[config.mk]
export PLATFORM = sky130hd
export DESIGN_NAME = ristretto_if_dec_queue
export DESIGN_NICKNAME = d
export VERILOG_FILES = /design/src/rtl/ristretto_if_dec_queue.sv
export SDC_FILE = /design/constraint.sdc
export NUM_CORES = 1
export LEC_CHECK = 0
export BUFFER_PORTS_ARGS = -buffer_cell sky130_fd_sc_hd__clkbuf_2
export CAP_MARGIN = 10
export CORE_UTILIZATION = 30
export DETAILED_ROUTE_END_ITERATION = 8
export PLACE_DENSITY = 0.57
export SYNTH_ARGS = -nofsm -noshare
export SYNTH_HDL_FRONTEND = slang
export SYNTH_SLANG_ARGS = --single-unit
[constraint.sdc]
create_clock -name clk_i -period 13.1 [get_ports clk_i]
set_input_delay 2.62 -clock clk_i [delete_from_list [all_inputs] [get_ports clk_i]]
set_output_delay 2.62 -clock clk_i [all_outputs]
set_load 0.05 [all_outputs]
[src/rtl/ristretto_if_dec_queue.sv]
// Fetch-to-decode instruction queue.
// A circular buffer of Depth entries sits between fetch and decode. Outputs come
// only from registered state, so there is no path from the fetch inputs to the
// decode outputs.
// A flush empties the queue and leaves a single NOP bubble. The bubble carries
// the next-PC value that was present at the flush edge, and decode consumes it
// before any entry pushed after the flush.
//
// Handshake: fetch pushes on fq_valid_i & fq_ready_o; decode pops on
// fq_valid_o & fq_ready_i. Both sides follow valid/ready rules: valid never
// depends on ready, and payload is stable while valid is high and not yet taken.
// fq_stall_i blocks pops. fq_flush_i overrides everything except reset.
module ristretto_if_dec_queue #(
    parameter int                   DataWidth = 32,
    parameter int                   Depth     = 2,
    parameter logic [DataWidth-1:0] NopInstr  = DataWidth'(32'h00000013)
) (
    input  logic                         clk_i,
    input  logic                         rst_i,
    // fetch side
    input  logic                         fq_valid_i,
    output logic                         fq_ready_o,
    input  logic [DataWidth-1:0]         fq_instr_i,
    input  logic [DataWidth-1:0]         fq_next_pc_i,
    input  logic                         fq_pb_tag_i,
    input  logic [1:0]                   fq_penality_i,
    // decode side
    output logic                         fq_valid_o,
    input  logic                         fq_ready_i,
    output logic [DataWidth-1:0]         fq_instr_o,
    output logic [DataWidth-1:0]         fq_next_pc_o,
    output logic                         fq_pb_tag_o,
    output logic [1:0]                   fq_penality_o,
    // pipeline control
    input  logic                         fq_stall_i,
    input  logic                         fq_flush_i,
    output logic [$clog2(Depth+1)-1:0]   fq_count_o
);

    localparam int PW = $clog2(Depth);
    localparam int CW = $clog2(Depth + 1);
    localparam logic [CW-1:0] DEPTH_C = CW'(Depth);

    logic [DataWidth-1:0] r_mem_instr [Depth];
    logic [DataWidth-1:0] r_mem_pc    [Depth];
    logic                 r_mem_tag   [Depth];
    logic [1:0]           r_mem_pen   [Depth];

    logic [PW-1:0]        r_wr_ptr;
    logic [PW-1:0]        r_rd_ptr;
    logic [CW-1:0]        r_count;
    logic                 r_bubble;
    logic [DataWidth-1:0] r_bubble_pc;

    logic                 w_push;
    logic                 w_pop;
    logic                 w_pop_entry;

    // The ready signal depends only on occupancy. A full queue never accepts a
    // push in the same cycle as a pop.
    assign fq_ready_o  = (r_count < DEPTH_C);
    assign fq_count_o  = r_count;
    assign w_push      = fq_valid_i & fq_ready_o & ~fq_flush_i;
    assign w_pop       = fq_valid_o & fq_ready_i & ~fq_stall_i & ~fq_flush_i;
    // A pending bubble sits ahead of the stored entries, so popping it leaves
    // the buffer untouched.
    assign w_pop_entry = w_pop & ~r_bubble;

    // Entry storage: written at the write pointer on each push; not reset.
    always_ff @(posedge clk_i) begin
        if (w_push) begin
            r_mem_instr[r_wr_ptr] <= fq_instr_i;
            r_mem_pc[r_wr_ptr]    <= fq_next_pc_i;
            r_mem_tag[r_wr_ptr]   <= fq_pb_tag_i;
            r_mem_pen[r_wr_ptr]   <= fq_penality_i;
        end
    end

    // Pointer, occupancy and bubble control. Priority: reset, flush, then push/pop.
    always_ff @(posedge clk_i or posedge rst_i) begin
        if (rst_i) begin
            r_wr_ptr    <= '0;
            r_rd_ptr    <= '0;
            r_count     <= '0;
            r_bubble    <= 1'b0;
            r_bubble_pc <= '0;
        end else if (fq_flush_i) begin
            r_wr_ptr    <= '0;
            r_rd_ptr    <= '0;
            r_count     <= '0;
            r_bubble    <= 1'b1;
            r_bubble_pc <= fq_next_pc_i;
        end else begin
            if (w_push) begin
                r_wr_ptr <= r_wr_ptr + PW'(1);
            end
            if (w_pop_entry) begin
                r_rd_ptr <= r_rd_ptr + PW'(1);
            end
            if (w_pop && r_bubble) begin
                r_bubble <= 1'b0;
            end
            case ({w_push, w_pop_entry})
                2'b10:   r_count <= r_count + CW'(1);
                2'b01:   r_count <= r_count - CW'(1);
                default: r_count <= r_count;
            endcase
        end
    end

    // Output selection: a pending bubble is shown first, then the head entry,
    // and an idle pattern when the queue is empty.
    always_comb begin
        fq_valid_o    = 1'b0;
        fq_instr_o    = NopInstr;
        fq_next_pc_o  = '0;
        fq_pb_tag_o   = 1'b0;
        fq_penality_o = 2'b00;
        if (r_bubble) begin
            fq_valid_o    = 1'b1;
            fq_penality_o = 2'b01;
            fq_next_pc_o  = r_bubble_pc;
        end else if (r_count != '0) begin
            fq_valid_o    = 1'b1;
            fq_instr_o    = r_mem_instr[r_rd_ptr];
            fq_next_pc_o  = r_mem_pc[r_rd_ptr];
            fq_pb_tag_o   = r_mem_tag[r_rd_ptr];
            fq_penality_o = r_mem_pen[r_rd_ptr];
        end
    end

endmodule

======== Yosys cells after proc, flatten, opt, wreduce, memory -nomap -nowiden ========
Memories as Yosys holds them, arrays and structs flattened.
Index checks and enable logic that the tools add are counted.
storage, ports and cells
  flip-flop bits (word level) ............. 37
  latch bits .............................. 0
  memory bits (writable) .................. 134
  ROM bits ................................ 0
  bits of input ports ..................... 73
  output and inout port bits .............. 71
  logic and storage cells ................. 51
  memories kept ........................... 4
memories
  name         words  width  rd ports  clocked after Yosys merged registers in  wr ports  RTL line  RTL
  r_mem_instr  2      32     1         0                                        1         44        logic [DataWidth-1:0] r_mem_instr [Depth];
  r_mem_pc     2      32     1         0                                        1         45        logic [DataWidth-1:0] r_mem_pc [Depth];
  r_mem_pen    2      2      1         0                                        1         47        logic [1:0] r_mem_pen [Depth];
  r_mem_tag    2      1      1         0                                        1         46        logic r_mem_tag [Depth];
cells by class
  add/sub/neg operators ................... 4
  $mul .................................... 0
  divide/modulo/power cells ............... 0
  order comparisons ....................... 1
  equality and inequality tests ........... 2
  shift operators ......................... 0
  mux-type cells .......................... 20
  bitwise operators ....................... 9
  reductions and logical operators ........ 6
operator list
  kind                 number
  $mux 32              4
  $mux 1               12
  $reduce_bool 2->1    4
  $and 1x1->1          6
  $mux 2               3
  $pmux 2 s2           1
  $not 1->1            3
  $reduce_bool 3->1    1
  $add 1x1->1 const B  2
  $add 2x1->2 const B  1
  $eq 2x1->1 const B   1
  $eq 2x2->1 const B   1
  $lt 2x2->1 const B   1
  $sub 2x1->2 const B  1
  $logic_and 1x1->1    1

======== Logic depth before layout (Yosys ltp) ========
  depth in word-level cells ............... 10
  gate-level depth with buffers ........... 5
  depth with buffers taken out ............ 3

======== Worst setup path before layout ========
Ideal clock, no wire load.
  path type ............................... input-to-reg
  start ................................... input port fq_flush_i
  end ..................................... memory r_mem_instr[1][0] (enable)
  setup time .............................. 0.588 ns
  arrival time ............................ 7.871 ns
  required time ........................... 12.512 ns
  setup slack ............................. 4.641 ns
  stages on the path ...................... 3
  path buffers ............................ 2
  path through ............................ buf_2 -> buf_2 -> nor3b_1
on the way
  longest elaborated chain between the ends .. 4
ends and longest elaborated chain
  item                          RTL line  RTL
  start, declared               36        input logic fq_flush_i,
  $not 1->1                     63        assign w_push = fq_valid_i & fq_ready_o & ~fq_flush_i;
  $and 1x1->1                   63
  $mux 1                        71        if (w_push) begin
  $mux 1 (implied by the code)  72        r_mem_instr[r_wr_ptr] <= fq_instr_i;
  end, declared                 44
Every way passes these cells.

======== Worst setup path after layout ========
  start ................................... register r_rd_ptr
  end ..................................... output port fq_penality_o[0]
on the way
  longest elaborated chain between the ends .. 3
ends and longest elaborated chain
  item                    RTL line  RTL
  start, declared         50        logic [PW-1:0] r_rd_ptr;
  start signal, assigned  98        r_rd_ptr <= r_rd_ptr + PW'(1);
  $mem_v2 2x2             -
  $mux 2                  123       end else if (r_count != '0) begin
  $mux 2                  119       if (r_bubble) begin
  end, declared           33        output logic [1:0] fq_penality_o,
Every way passes these cells.

==> metrics.md <==
| Metric | Value |
|---|---|
| Die Span X | 151 µm |
| Iter 0 DRT Violations | 151 |
| Crit path largest cell delay | 780 ps |
| Ratio of cells with drive above 1 in the final layout | 0.370 |
| Worst R2R End | r_mem_pc[1][26] |
| Critical path type | reg2out |
| Worst Slack Setup Final | 7890 ps |
| Cts bufs inserted | 17 |
| Clk buf depth | 2 |
| Area after DPL | 0.00770 mm² |
| Setup TNS | 0 ps |
| Crit path to | fq_penality_o[0] |
| Post-CTS Setup Bufs | 0 |
| Distinct cell type count after synthesis | 24 |
| Final hold slack | 506 ps |
| Unrepaired setup endpoints after global routing | false |
| Outcome | finished, final reports clean |
| Pwr/cell area | 156 mW/mm² |
| Routed vias/inst | 4.52 |
| Starting Density | 0.305 |
| YS warnings | 0 |
| Count leader, synth | edfxtp_1 |
| DRT Pass-1 Iters | 4 |
| Critical Path, Cell by Cell | buf_4, mux2i_1, o21bai_1, clkbuf_2 |
| Rel. slew slack | 0.383 |
| DRC viols | 0 |
| Worst path slowest cell | buf_4 |
| Arrival time of the worst setup path | 2590 ps |
| Clock-pin slew on the worst setup and hold paths | 60 ps |
| Max-Cap Viols | 0 |
| First-pass GRT wire length | 21100 µm |
| CTS resizes | 0 |
| Total wire length | 13900 µm |
| Register bit total from synthesis | 171 |
| Vias in the first global route | 3935 |
| GR peak layer | met2 |
| Total die area | 0.0228 mm² |
| Total track usage | 0.127 |
| Nets | 638 |
| CTS Sinks | 171 |
| CP required | 10480 ps |
| Top cells by area, synth | edfxtp_1 60%, dfrtp_1 14%, mux2i_1 10%, mux2_2 5.4%, nand2_1 2.0% |
| Area growth syn-to-layout | 24.6% |
| Hold_buf cts | 0 |
| Flop2flop setup slack | 11170 ps |
| Finish-stage setup viols | 0 |
| Max IR drop VDD | 0.0790 mV |
| Ports | 144 |
| Detail Route Antenna Nets | 0 |
| Worst hold path class | reg2reg |
| Max Slew Vio Count | 0 |
| Post-synth top cells | 134 x edfxtp_1, 67 x mux2i_1, 37 x dfrtp_1 |
| Maximum fanout along the worst path | 51 |
| Post-route cell area | 0.00830 mm² |
| Drt wl/cell | 16.2 µm |
| GR Layer Usage met3 | 0.0413 |
| FF-to-FF path depth | 3 |
| Final Non-Filler Cells | 859 |
| Fmax | 192 MHz |
| Cell taking the most area after synthesis | edfxtp_1 |
| Worst Tran Pin Value | 925 ps |
| GP Congestion | 0.727 |
| Top cell type's share of synthesized area | 0.604 |
| Post-Place Cells | 826 |
| Main flop type after synthesis | edfxtp_1 |
| FILL cells | 2091 |
| DIE HEIGHT | 151 µm |
| Syn nets | 490 |
| Total grt overflow | 0 |
| Fin crit share | 0.398 |
| Dpl ws | 8290 ps |
| Hold depth | 1 |
| Met1 usage | 0.155 |
| Leak | 3.10 nW |
| Antenna violations before repair | 1 |
| Syn Inst Count | 417 |
| Critical Path Start Type | flip-flop |
| Clock Skews | 10.6 ps |
| Clk root buf | clkbuf_16 |
| Setup crit start | r_rd_ptr |
| Final hold vios | 0 |
| R2r startpoint | fq_count_o[1] |
| Tmin final | 5210 ps |
| Total number of vias | 3880 |
| Final HPWL DP | 8750 µm |
| H-tree levels | 4 |
| Worst Setup End Kind | output pin |
| CTS tree | built |
| Mean Syn Cell Area | 16.0 µm² |
| Clock latency on the worst-skew pair | 420 ps |
| Largest net degree at the start of global routing | 52 |
| Number of synthesized flops with an enable pin | 134 |
| Syn Std Cell Area | 0.00666 mm² |
| Buffers on Ports | 143 |
| FP Rows | 54 |
| Met2 usage in global routing | 0.215 |
| Sequential fraction of the synthesis area | 0.743 |
| FFs w/ async S/R, synth | 0.216 |
| Core area | 0.0218 mm² |
==> power breakdown <==
| part | total (W) | switching, W | internal [W] |
|---|---|---|---|
| clock | 0.000506 | 0.000195 | 0.000310 |
| sequential | 0.000631 | 0.0000112 | 0.000619 |
| combinational | 0.000158 | 0.000115 | 0.0000431 |
==> final cells by class <==
cell class	count	area [µm²]	share of cell area
diodes	1	2.50	0.000302
flip-flops and latches	171	4950	0.597
well taps	280	350	0.0422
clock buffers	25	475	0.0573
repair buffers	152	783	0.0944
clock inverters	7	116	0.0140
inverters	2	7.51	0.000905
multi-input cells	221	1610	0.194
==> critical path: cells and delay by family (launching register included) <==
kind | cells | cell delay, ps
buffers and inverters | 2 | 1100
multiplexers | 1 | 160
flip-flops | 1 | 640
AO/OA/AOI/OAI | 1 | 230
==> layer usage <==
| metal | routed length [µm] | vias up | share of wire |
|---|---|---|---|
| li1 | - | 1837 | - |
| met1 | 6230 | 1927 | 0.45 |
| met2 | 6790 | 106 | 0.49 |
| met3 | 771 | 10 | 0.055 |
| met4 | 139 | 0 | 0.010 |
| met5 | 0 | - | 0 |
==> state kept, by name, indices dropped and copies added, names as in the netlist <==
| register | cells |
|---|---|
| r_mem_instr | 64 |
| r_mem_pc | 64 |
| r_bubble_pc | 32 |
| r_mem_pen | 4 |
| fq_count_o | 2 |
| r_mem_tag | 2 |
| r_bubble | 1 |
| r_rd_ptr | 1 |
| r_wr_ptr | 1 |
==> cells in the final DEF (no fill, tap or decap), types with 3 or more instances in the layout <==
| master | count |
|---|---|
| edfxtp_1 | 134 |
| bufinv_16 | 3 |
| o21ai_0 | 11 |
| nor2_1 | 35 |
| mux2_2 | 32 |
| mux2i_1 | 67 |
| buf_4 | 9 |
| nand2b_1 | 3 |
| o21ai_1 | 22 |
| clkbuf_2 | 143 |
| nand2_1 | 36 |
| clkbuf_16 | 17 |
| clkbuf_1 | 6 |
| dfrtp_1 | 36 |
==> kinds of logic after synthesis <==
logic type	count (synthesis)	share of synthesized area
AO/OA/AOI/OAI	41	0.0333
XOR/XNOR	1	0.00132
buffers and inverters	25	0.0182
flip-flops	171	0.743
multiplexers	99	0.155
AND/OR/NAND/NOR	80	0.0489
==> worst min path at each step <==
stage | start | to
3_5_place_dp | r_bubble_pc[27] | r_bubble_pc[27]
3_3_place_gp | r_bubble_pc[8] | r_bubble_pc[8]
2_1_floorplan | r_bubble_pc[25] | r_bubble_pc[25]
6_report | r_bubble_pc[12] | r_bubble_pc[12]
4_1_cts | r_bubble_pc[18] | r_bubble_pc[18]
5_1_grt | r_bubble_pc[11] | r_bubble_pc[11]
==> per-stage QoR <==
stage / util / power [W]
CTS: 0.380 / 0.00131
detailed placement: 0.353 / 0.000803
global route: 0.380 / 0.00135
global placement: 0.353 / 0.000799
floorplan: - / 0.000754
finish: 0.380 / 0.00129
No activity file was read; power rests on OpenSTA's default activity.
